### config.mk
export PLATFORM = sky130hd
export DESIGN_NAME = rom_window_scanner
export DESIGN_NICKNAME = d
export VERILOG_FILES = /design/src/rtl/scan_pkg.sv /design/src/rtl/row_tap.sv /design/src/rtl/rom_window_scanner.sv
export SDC_FILE = /design/constraint.sdc
export NUM_CORES = 1
export LEC_CHECK = 0
export ABC_AREA = 1
export CAP_MARGIN = 20
export CORE_MARGIN = 3
export CORE_UTILIZATION = 60
export DETAILED_ROUTE_END_ITERATION = 6
export HOLD_SLACK_MARGIN = 0.06
export PLACE_DENSITY = 0.81
export SLEW_MARGIN = 40
export SYNTH_ARGS = -nofsm -noshare
export SYNTH_HDL_FRONTEND = slang
export SYNTH_HIERARCHICAL = 1
export SYNTH_SLANG_ARGS = --single-unit
### constraint.sdc
create_clock -name clk -period 3.14 [get_ports clk]
set_input_delay 0.471 -clock clk [delete_from_list [all_inputs] [get_ports clk]]
set_output_delay 0.471 -clock clk [all_outputs]
set_load 0.01 [all_outputs]
### src/rtl/scan_pkg.sv
// ---------------------------------------------------------------------------
// scan_pkg
//   Shared definitions for the ROM window scanner: image geometry, the
//   controller state encoding and the packed 3x3 window layout.
//   Contents:
//     IMG_W / IMG_H / ADDR_W  image width (= ROM word width), valid rows,
//                             ROM row-address width
//     COORD_W                 width of the x / y pixel coordinates
//     X_LAST / Y_LAST         last column / last row as coordinate-width values
//     state_t                 IDLE, LOAD0, LOAD1, SCAN
//     win_t                   {top, mid, bot}, each {L, C, R}
//     fetch_addr()            maps a wanted row to a ROM address, 0 past the image
// ---------------------------------------------------------------------------
package scan_pkg;

  localparam int IMG_W   = 64;
  localparam int IMG_H   = 48;
  localparam int ADDR_W  = 6;
  localparam int COORD_W = 6;

  localparam logic [COORD_W-1:0] X_LAST = COORD_W'(IMG_W - 1);
  localparam logic [COORD_W-1:0] Y_LAST = COORD_W'(IMG_H - 1);

  // Row numbers one bit wider than a coordinate so y+2 / y+3 never wrap
  // before being compared against the image height.
  localparam logic [COORD_W:0] IMG_H_EXT = (COORD_W + 1)'(IMG_H);

  typedef enum logic [1:0] {
    IDLE,
    LOAD0,
    LOAD1,
    SCAN
  } state_t;

  typedef struct packed {
    logic [2:0] top;
    logic [2:0] mid;
    logic [2:0] bot;
  } win_t;

  // Rows at or beyond the image height are never fetched; the address
  // parks at 0 instead.
  function automatic logic [ADDR_W-1:0] fetch_addr(input logic [COORD_W:0] row);
    logic [ADDR_W-1:0] addr;
    addr = '0;
    if (row < IMG_H_EXT) begin
      addr = row[ADDR_W-1:0];
    end
    return addr;
  endfunction

endpackage

### src/rtl/row_tap.sv
// ---------------------------------------------------------------------------
// row_tap
//   Extracts the three horizontally adjacent pixels {L, C, R} around column x
//   from one image row word. Pixel x lives at bit [IMG_W-1-x], so the MSB is
//   the leftmost pixel. Columns outside the row read as 0.
//   Ports:
//     row  in   IMG_W    row word
//     x    in   COORD_W  centre column
//     tap  out  3        {left, centre, right}
// ---------------------------------------------------------------------------
module row_tap
  import scan_pkg::*;
(
  input  logic [IMG_W-1:0]   row,
  input  logic [COORD_W-1:0] x,
  output logic [2:0]         tap
);

  logic left_px;
  logic centre_px;
  logic right_px;

  // With IMG_W == 2**COORD_W, bit IMG_W-1-x is simply ~x, so every index
  // stays exactly COORD_W wide. x-1 and x+1 are only used away from the
  // edges, where they cannot wrap.
  always_comb begin
    centre_px = row[~x];
    left_px   = 1'b0;
    right_px  = 1'b0;
    if (x != '0) begin
      left_px = row[~(x - COORD_W'(1))];
    end
    if (x != X_LAST) begin
      right_px = row[~(x + COORD_W'(1))];
    end
    tap = {left_px, centre_px, right_px};
  end

endmodule

### src/rtl/rom_window_scanner.sv
// ---------------------------------------------------------------------------
// rom_window_scanner
//   Reads the binary image ROM one row at a time and streams a 3x3 pixel
//   neighbourhood for every pixel in raster order over a valid/ready stream.
//   Three row buffers (prv / cur / nxt) hold rows y-1, y and y+1; each image
//   row is fetched exactly once per frame and pixels outside the image read
//   as 0.
//   Ports:
//     clk        in   1        rising-edge clock
//     rst_n      in   1        asynchronous active-low reset
//     start      in   1        starts a frame when the block is idle
//     abort      in   1        synchronous return to idle, no done pulse
//     rom_addr   out  ADDR_W   registered ROM row address
//     rom_data   in   IMG_W    combinational ROM word for rom_addr
//     win_valid  out  1        window valid
//     win_ready  in   1        downstream accepts the window
//     win        out  9        {top[L,C,R], mid[L,C,R], bot[L,C,R]}
//     win_x      out  6        centre column
//     win_y      out  6        centre row
//     busy       out  1        frame in progress (LOAD0, LOAD1, SCAN)
//     done       out  1        one-cycle pulse after the last window is taken
// ---------------------------------------------------------------------------
module rom_window_scanner
  import scan_pkg::*;
(
  input  logic               clk,
  input  logic               rst_n,
  input  logic               start,
  input  logic               abort,
  output logic [ADDR_W-1:0]  rom_addr,
  input  logic [IMG_W-1:0]   rom_data,
  output logic               win_valid,
  input  logic               win_ready,
  output logic [8:0]         win,
  output logic [COORD_W-1:0] win_x,
  output logic [COORD_W-1:0] win_y,
  output logic               busy,
  output logic               done
);

  state_t               state_q,     state_d;
  logic [ADDR_W-1:0]    rom_addr_q,  rom_addr_d;
  logic [IMG_W-1:0]     prv_q,       prv_d;
  logic [IMG_W-1:0]     cur_q,       cur_d;
  logic [IMG_W-1:0]     nxt_q,       nxt_d;
  logic [COORD_W-1:0]   x_q,         x_d;
  logic [COORD_W-1:0]   y_q,         y_d;
  logic                 win_valid_q, win_valid_d;
  logic                 busy_q,      busy_d;
  logic                 done_q,      done_d;

  logic                 handshake;
  logic                 last_col;
  logic                 last_row;
  logic [COORD_W:0]     y_ext;
  logic [COORD_W:0]     row_after_next;
  logic [COORD_W:0]     row_to_prefetch;
  win_t                 win_s;

  // One tap per buffered row; together they form the 3x3 window.
  row_tap u_tap_prv (
    .row (prv_q),
    .x   (x_q),
    .tap (win_s.top)
  );

  row_tap u_tap_cur (
    .row (cur_q),
    .x   (x_q),
    .tap (win_s.mid)
  );

  row_tap u_tap_nxt (
    .row (nxt_q),
    .x   (x_q),
    .tap (win_s.bot)
  );

  assign handshake = (state_q == SCAN) && win_ready;
  assign last_col  = (x_q == X_LAST);
  assign last_row  = (y_q == Y_LAST);

  // While scanning row y the ROM is already addressed at row y+2, so on the
  // row advance rom_data is the new bottom row (y+1)+1 and the address moves
  // on to y+3 for the advance after that.
  assign y_ext           = {1'b0, y_q};
  assign row_after_next  = y_ext + (COORD_W + 1)'(2);
  assign row_to_prefetch = y_ext + (COORD_W + 1)'(3);

  // Next-state and datapath logic. Abort is applied last so it overrides
  // every transition, including the final handshake of a frame. Buffers
  // and coordinates are cleared whenever the block returns to idle so the
  // window outputs read as zero outside a frame.
  always_comb begin
    state_d     = state_q;
    rom_addr_d  = rom_addr_q;
    prv_d       = prv_q;
    cur_d       = cur_q;
    nxt_d       = nxt_q;
    x_d         = x_q;
    y_d         = y_q;
    win_valid_d = win_valid_q;
    busy_d      = busy_q;
    done_d      = 1'b0;

    case (state_q)
      IDLE: begin
        if (start) begin
          state_d    = LOAD0;
          busy_d     = 1'b1;
          rom_addr_d = '0;
        end
      end

      LOAD0: begin
        cur_d      = rom_data;
        rom_addr_d = ADDR_W'(1);
        state_d    = LOAD1;
      end

      LOAD1: begin
        nxt_d       = rom_data;
        prv_d       = '0;
        rom_addr_d  = ADDR_W'(2);
        x_d         = '0;
        y_d         = '0;
        win_valid_d = 1'b1;
        state_d     = SCAN;
      end

      SCAN: begin
        if (handshake) begin
          if (!last_col) begin
            x_d = x_q + COORD_W'(1);
          end else if (!last_row) begin
            prv_d      = cur_q;
            cur_d      = nxt_q;
            nxt_d      = (row_after_next < IMG_H_EXT) ? rom_data : '0;
            rom_addr_d = fetch_addr(row_to_prefetch);
            x_d        = '0;
            y_d        = y_q + COORD_W'(1);
          end else begin
            state_d     = IDLE;
            win_valid_d = 1'b0;
            busy_d      = 1'b0;
            done_d      = 1'b1;
            rom_addr_d  = '0;
            prv_d       = '0;
            cur_d       = '0;
            nxt_d       = '0;
            x_d         = '0;
            y_d         = '0;
          end
        end
      end

      default: begin
        state_d = IDLE;
      end
    endcase

    if (abort) begin
      state_d     = IDLE;
      rom_addr_d  = '0;
      prv_d       = '0;
      cur_d       = '0;
      nxt_d       = '0;
      x_d         = '0;
      y_d         = '0;
      win_valid_d = 1'b0;
      busy_d      = 1'b0;
      done_d      = 1'b0;
    end
  end

  // Controller, counters, row buffers and registered status outputs.
  always_ff @(posedge clk or negedge rst_n) begin
    if (!rst_n) begin
      state_q     <= IDLE;
      rom_addr_q  <= '0;
      prv_q       <= '0;
      cur_q       <= '0;
      nxt_q       <= '0;
      x_q         <= '0;
      y_q         <= '0;
      win_valid_q <= 1'b0;
      busy_q      <= 1'b0;
      done_q      <= 1'b0;
    end else begin
      state_q     <= state_d;
      rom_addr_q  <= rom_addr_d;
      prv_q       <= prv_d;
      cur_q       <= cur_d;
      nxt_q       <= nxt_d;
      x_q         <= x_d;
      y_q         <= y_d;
      win_valid_q <= win_valid_d;
      busy_q      <= busy_d;
      done_q      <= done_d;
    end
  end

  assign rom_addr  = rom_addr_q;
  assign win_valid = win_valid_q;
  assign busy      = busy_q;
  assign done      = done_q;
  assign win       = win_s;
  assign win_x     = x_q;
  assign win_y     = y_q;

endmodule

Word level (Yosys, flattened, before mapping). Cells that the tools add are included.

Magnitude comparators: 5. Muxes and demuxes: 75. Bitwise gates (word level): 3. Add/sub/neg operators: 5. Reduce and logical (&&, ||, !) cells: 13. Equal/unequal tests: 10.

Operators by type and width (number): 64-bit two-way mux (13); 64-bit case mux with 2 select lines (3); 6-bit two-way mux (13); 1-bit binary-select mux with 6-bit select (9); 1-bit two-way mux (26); 6-bit case mux with 2 select lines (2); 6-bit case mux with 4 select lines (1); 6-bit by 7-bit < comparator with 1-bit output, second input constant (3); 6-bit inverter (3); 6-bit by 2-bit adder with 7-bit output, second input constant (2); 7-bit by 6-bit < comparator with 1-bit output, second input constant (2); 6-bit by 1-bit adder with 6-bit output, second input constant (2); 6-bit equality test, second input constant (2); 3-bit inequality test, second input constant (4); 2-bit two-way mux (5); 3-bit AND reduction (3); 3-bit nonzero test (3); 2-bit case mux with 4 select lines (1); 4-bit AND reduction (2); 6-bit inequality test, second input constant (1); 6-bit nonzero test (1); 6-bit by 1-bit subtractor with 6-bit output, second input constant (1); 5-bit AND reduction (1); 2-bit equality test, second input constant (2); other kinds (5) (6).

Bits in registers: 215. Output and inout port bits: 30. Bits of input ports: 69. Word-level logic and storage cells: 121.

Logic depth before layout (Yosys ltp).
Depth in word-level cells: 8. Mapped depth: 18. Gate-level depth less buffers: 12.

By module. Netlist, hierarchy kept.

By module, submodules not included: rom_window_scanner (seq. area each 5380.2 um^2, times used 1, area an instance 9475.3 um^2, cells an instance 1151); row_tap (seq. area each 0.0 um^2, times used 3, area an instance 1966.9 um^2, cells an instance 407).

Worst setup path before layout. No wires, ideal clock.

Kind: register to output. Start point: register x_q[1] (netlist: win_x[1]). End point: output win[2]. Arrival: 2412 ps. Path slack: 257 ps. Cell stages (with the launch flop): 17. Required time: 2669 ps. Path buffers: 4. Cells stage by stage: dfrtp_1 > inv_1 > buf_2 > ha_1 > buf_2 > inv_1 > buf_2 > nand3_1 > nand2_1 > nand2_1 > nand3_1 > nand3_1 > nand2_1 > nand2_1 > nand2_1 > nor2_2 > buf_4.

Cells in the longest elaborated chain, start to end: 5. Elaborated cells between the ends (all ways): 6. Those cells by class: 1 x add/sub; 3 x mux; 1 x bitwise; 1 x reduce/logical.

Ends and longest elaborated chain: start: declaration (line rom_window_scanner.sv:46) `logic [COORD_W-1:0] x_q, x_d;`; start signal: assignment (line rom_window_scanner.sv:184) `x_q <= '0;`; start signal: assignment (line rom_window_scanner.sv:195) `x_q <= x_d;`; 6-bit by 1-bit subtractor with 6-bit output (line row_tap.sv:31) `left_px = row[~(x - COORD_W'(1))];`; 6-bit inverter (line row_tap.sv:31); 1-bit binary-select mux with 6-bit select (line row_tap.sv:31); 1-bit two-way mux (implied by the code) (line row_tap.sv:31); 1-bit two-way mux * (line row_tap.sv:30) `if (x != '0) begin`; end: declaration (line rom_window_scanner.sv:34) `output logic [8:0] win,`.

Mark *: on every way between the ends. The rest lies on a longest branch, timed or not. The select of a mux whose other input is x is not followed.

Final worst setup path.
Start point: register x_q[0] (netlist: win_x[0]). End point: output win[0].

Cells in the longest elaborated chain, start to end: 5. Elaborated cells between the ends (all ways): 6. Those cells by class: 1 x add/sub; 1 x eq/ne; 3 x mux; 1 x bitwise.

Ends and longest elaborated chain: 6-bit by 1-bit adder with 6-bit output (line row_tap.sv:34) `right_px = row[~(x + COORD_W'(1))];`; 6-bit inverter (line row_tap.sv:34); 1-bit binary-select mux with 6-bit select (line row_tap.sv:34); 1-bit two-way mux (implied by the code) (line row_tap.sv:34); 1-bit two-way mux * (line row_tap.sv:33) `if (x != X_LAST) begin`.

Marks and branches as above.

==> flow_metrics.py <==
metrics = {
    "sta": {
        "setup_ws_ns": 0.0328,
        "hold_viol": 0,
        "fin_tns_setup_ns": 0,
        "slew_headroom_pct": 49.8,
        "min_period_ns": 3.11,
        "fmax_ghz": 0.322,
        "finalMaxSlewViolations": 0,
        "finalCritPeriodShare_pct": 99.0,
        "setup_violations": 0,
        "fin_skew_ns": 0.0145,
        "tightest_slew_ns": 0.754,
        "rsz0062_at_grt": "true",
    },
    "cells_and_area": {
        "layout-drive-gt1-share_pct": 10.4,
        "finalNetCount": 2520,
        "insertedDiodeCount": 0,
        "fin_area_um2": 18400,
        "finalNonFillerCells": 2779,
        "syn_to_final_growth_pct": 19.4,
        "fillCellCount": 1925,
    },
    "worst_setup_path": {
        "startpoint_type": "register",
        "critPathArrivalTime_ns": 2.64,
        "crit_fanout": 8,
        "endpoint_kind": "output pin",
        "worstReg2RegStart": "win_x[1]",
        "ff2ff_path_depth": 11,
        "r2r-end": "cur_q[26]",
        "critPathRequiredTime_ns": 2.67,
        "cp_slowest_cell": "dfrtp_4",
        "cp_cell_sequence": "buf_4 > buf_4 > ha_4 > xnor2_4 > buf_12 > inv_6 > nand3_1 > nand3_2 > nand3_1 > nand2_1 > nor2_2 > nor2_2 > buf_2",
        "r2r_setup_slack_ns": 0.40,
        "crit_path_max_incr_delay_ns": 0.54,
        "critPathKind": "reg -> out",
    },
    "pwr": {
        "totalPowerFinal_uw": 11900,
        "ir_drop_uv": 500,
        "internal_power_uw": 6910,
        "clock_power_share_pct": 25.5,
        "switchingPower_uw": 5020,
        "power_frac_seq_pct": 35.2,
        "leakage_uw": 0.00875,
        "p_per_area_nw_per_um2": 649,
        "switching_share_pct": 42.1,
        "combPwrFrac_pct": 39.3,
    },
    "clocking": {
        "h-tree-depth": 1,
        "cts_tree": "yes",
        "cts_buffers": 24,
        "path_clk_slew_ns": 0.07,
        "clock_tree.root_cell": "clkbuf_16",
        "cts.sinks": 215,
        "cts_buffer_depth": 3,
        "clock_latency_ns": 0.53,
    },
    "route": {
        "antenna_left": 0,
        "drt_iter0_drc": 2935,
        "drc": 0,
        "routedWlPerCell_um": 20.7,
        "routed_via_density": 6.25,
        "num_vias": 17400,
        "firstDrtPassIters": 6,
        "wirelength_mm": 57.6,
    },
    "global_route": {
        "antenna_found_initial": 0,
        "grt_max_degree": 137,
        "grt_remaining_overflow": 0,
        "grt_use_total_pct": 39.6,
        "grt_first_pass_wirelength_mm": 88.1,
        "grt_pass1_vias": 15900,
    },
    "placed_design": {
        "placed_cells": 2698,
        "portBuffers": 98,
        "pre_cts_slack_ns": 0.0554,
        "placed_area_um2": 16500,
        "gp_congestion": 0.991,
        "dpl.hpwl_mm": 38.4,
    },
    "yosys": {
        "synthTopCellsByArea": "dfrtp_1 35%, nand2_1 22%, nand3_1 13%",
        "synth_edf_count": 0,
        "yosys-top-cells-count": "881 x nand2_1, 402 x nand3_1, 215 x dfrtp_1, 180 x nor2_1, 168 x o21ai_0",
        "ys_seq_area_share_pct": 35.0,
        "synth.distinct_cells": 34,
        "yosysTopAreaCell": "dfrtp_1",
        "synth_flop_cell": "dfrtp_1",
        "ys_warn_count": 6,
        "synth-async-reset-ratio_pct": 100,
        "syn_nets": 2455,
        "syn_area_um2": 15400,
        "synth.most_common_cell": "nand2_1",
        "ys_ff_latch": 215,
        "synth_area_per_cell_um2": 6.48,
        "synthCells": 2372,
        "netlist.area_leader.share_pct": 35.0,
    },
    "floorplanning": {
        "rows": 57,
        "die_area_um2": 27600,
        "core_area_um2": 24700,
        "die_width_um": 166,
        "pin_count": 99,
        "start_util_pct": 62.1,
        "dieHeight_um": 166,
    },
    "outcome": {
        "status": "finished, final reports clean",
    },
    "hold_path": {
        "hold_path_class": "in -> async",
    },
    "run": {
        "maxCapViolCount": 0,
    },
}
==> per-layer routing <==
layer  vias up  global-route usage [%]  wire (um)
li1       7812                       -          -
met1      8080                    53.9      21900
met2      1273                    61.5      25700
met3       215                    8.09       6780
met4         0                    17.6       3210
met5         -                       0          0
==> worst max-delay path, delay by kind of cell, from the launching register on <==
kind	cells	cell delay, ns
fa+ha+maj	1	0.18
simple gates	6	0.51
buf+inv	5	0.65
flops	1	0.54
xor+xnor	1	0.20
==> layout by cell type, fill, tap and decap left out, drive strengths merged <==
cell,n
nor3,8
ha,14
clkinv,6
xnor2,9
nand4,12
o22ai,9
a21oi,18
dlygate4sd3,1
clkbuf,46
dlygate4sd2,1
o21ai,259
inv,146
o211ai,9
a31oi,1
clkinvlp,3
bufbuf,1
nand3,417
buf,96
xor2,15
clkdlybuf4s50,88
bufinv,3
nor2,189
nand2,887
nand3b,2
dfrtp,215
==> worst max-delay path by stage <==
| stage | start | to | slack (ns) |
|---|---|---|---|
| after floorplan | win_x[1] | win[2] | 0.26 |
| after global placement | win_x[0] | win[3] | 0.08 |
| after detailed placement | win_x[0] | win[3] | 0.06 |
| after CTS | win_x[0] | win[3] | -0.04 |
| after global routing | win_x[0] | win[0] | -0.08 |
| final | win_x[0] | win[0] | 0.03 |
==> cell families (layout without fill, tap and decap cells) <==
kind of cell	Yosys count	in the layout	share of synthesized area, %
xor+xnor	24	24	2.03
simple gates	1515	1515	41.6
flops	215	215	35.0
fa+ha+maj	14	14	1.14
buf+inv	308	391	10.2
compound gates	296	296	10.0
==> power by group through the flow <==
stage               registers (uW)  clock network (uW)  logic, uW
detailed placement            4180                   0       4130
CTS                           4140                3050       4370
finish                        4200                3040       4680
global placement              4160                   0       4040
global route                  4240                3170       5130
floorplan                     3870                   0       3020
==> metrics by stage <==
step	util, %	hold WS, ns
detailed placement	66.7	0.462
CTS	72.5	0.470
finish	74.2	0.452
global route	74.2	0.490
floorplan	-	0.175
global placement	66.7	0.460
==> state kept, by name (all words and copies together) (netlist names) <==
signal / count
cur_q: 64
nxt_q: 64
prv_q: 64
rom_addr: 6
win_x: 6
win_y: 6
state_q: 2
busy: 1
done: 1
win_valid: 1
==> final cells by class <==
cell class                 count  area [um^2]  area share, %
clock inverter                 9          139          0.756
sequential                   215         5390           29.4
multi-input combinational   1849         8740           47.6
tap                          324          405           2.21
inverter                     149          628           3.42
timing repair buffer         198         2350           12.8
clock buffer                  35          713           3.88
==> what timing repair did <==
action,CTS,global route
hold buffers,1,0
setup buffers,17,5
hold endpoints to repair,46,0
pin swaps,5,29
endpoints found under the setup margin,9,8
gates cloned,8,8
gates resized for setup,69,75
Power figures use the tool's default switching activity.
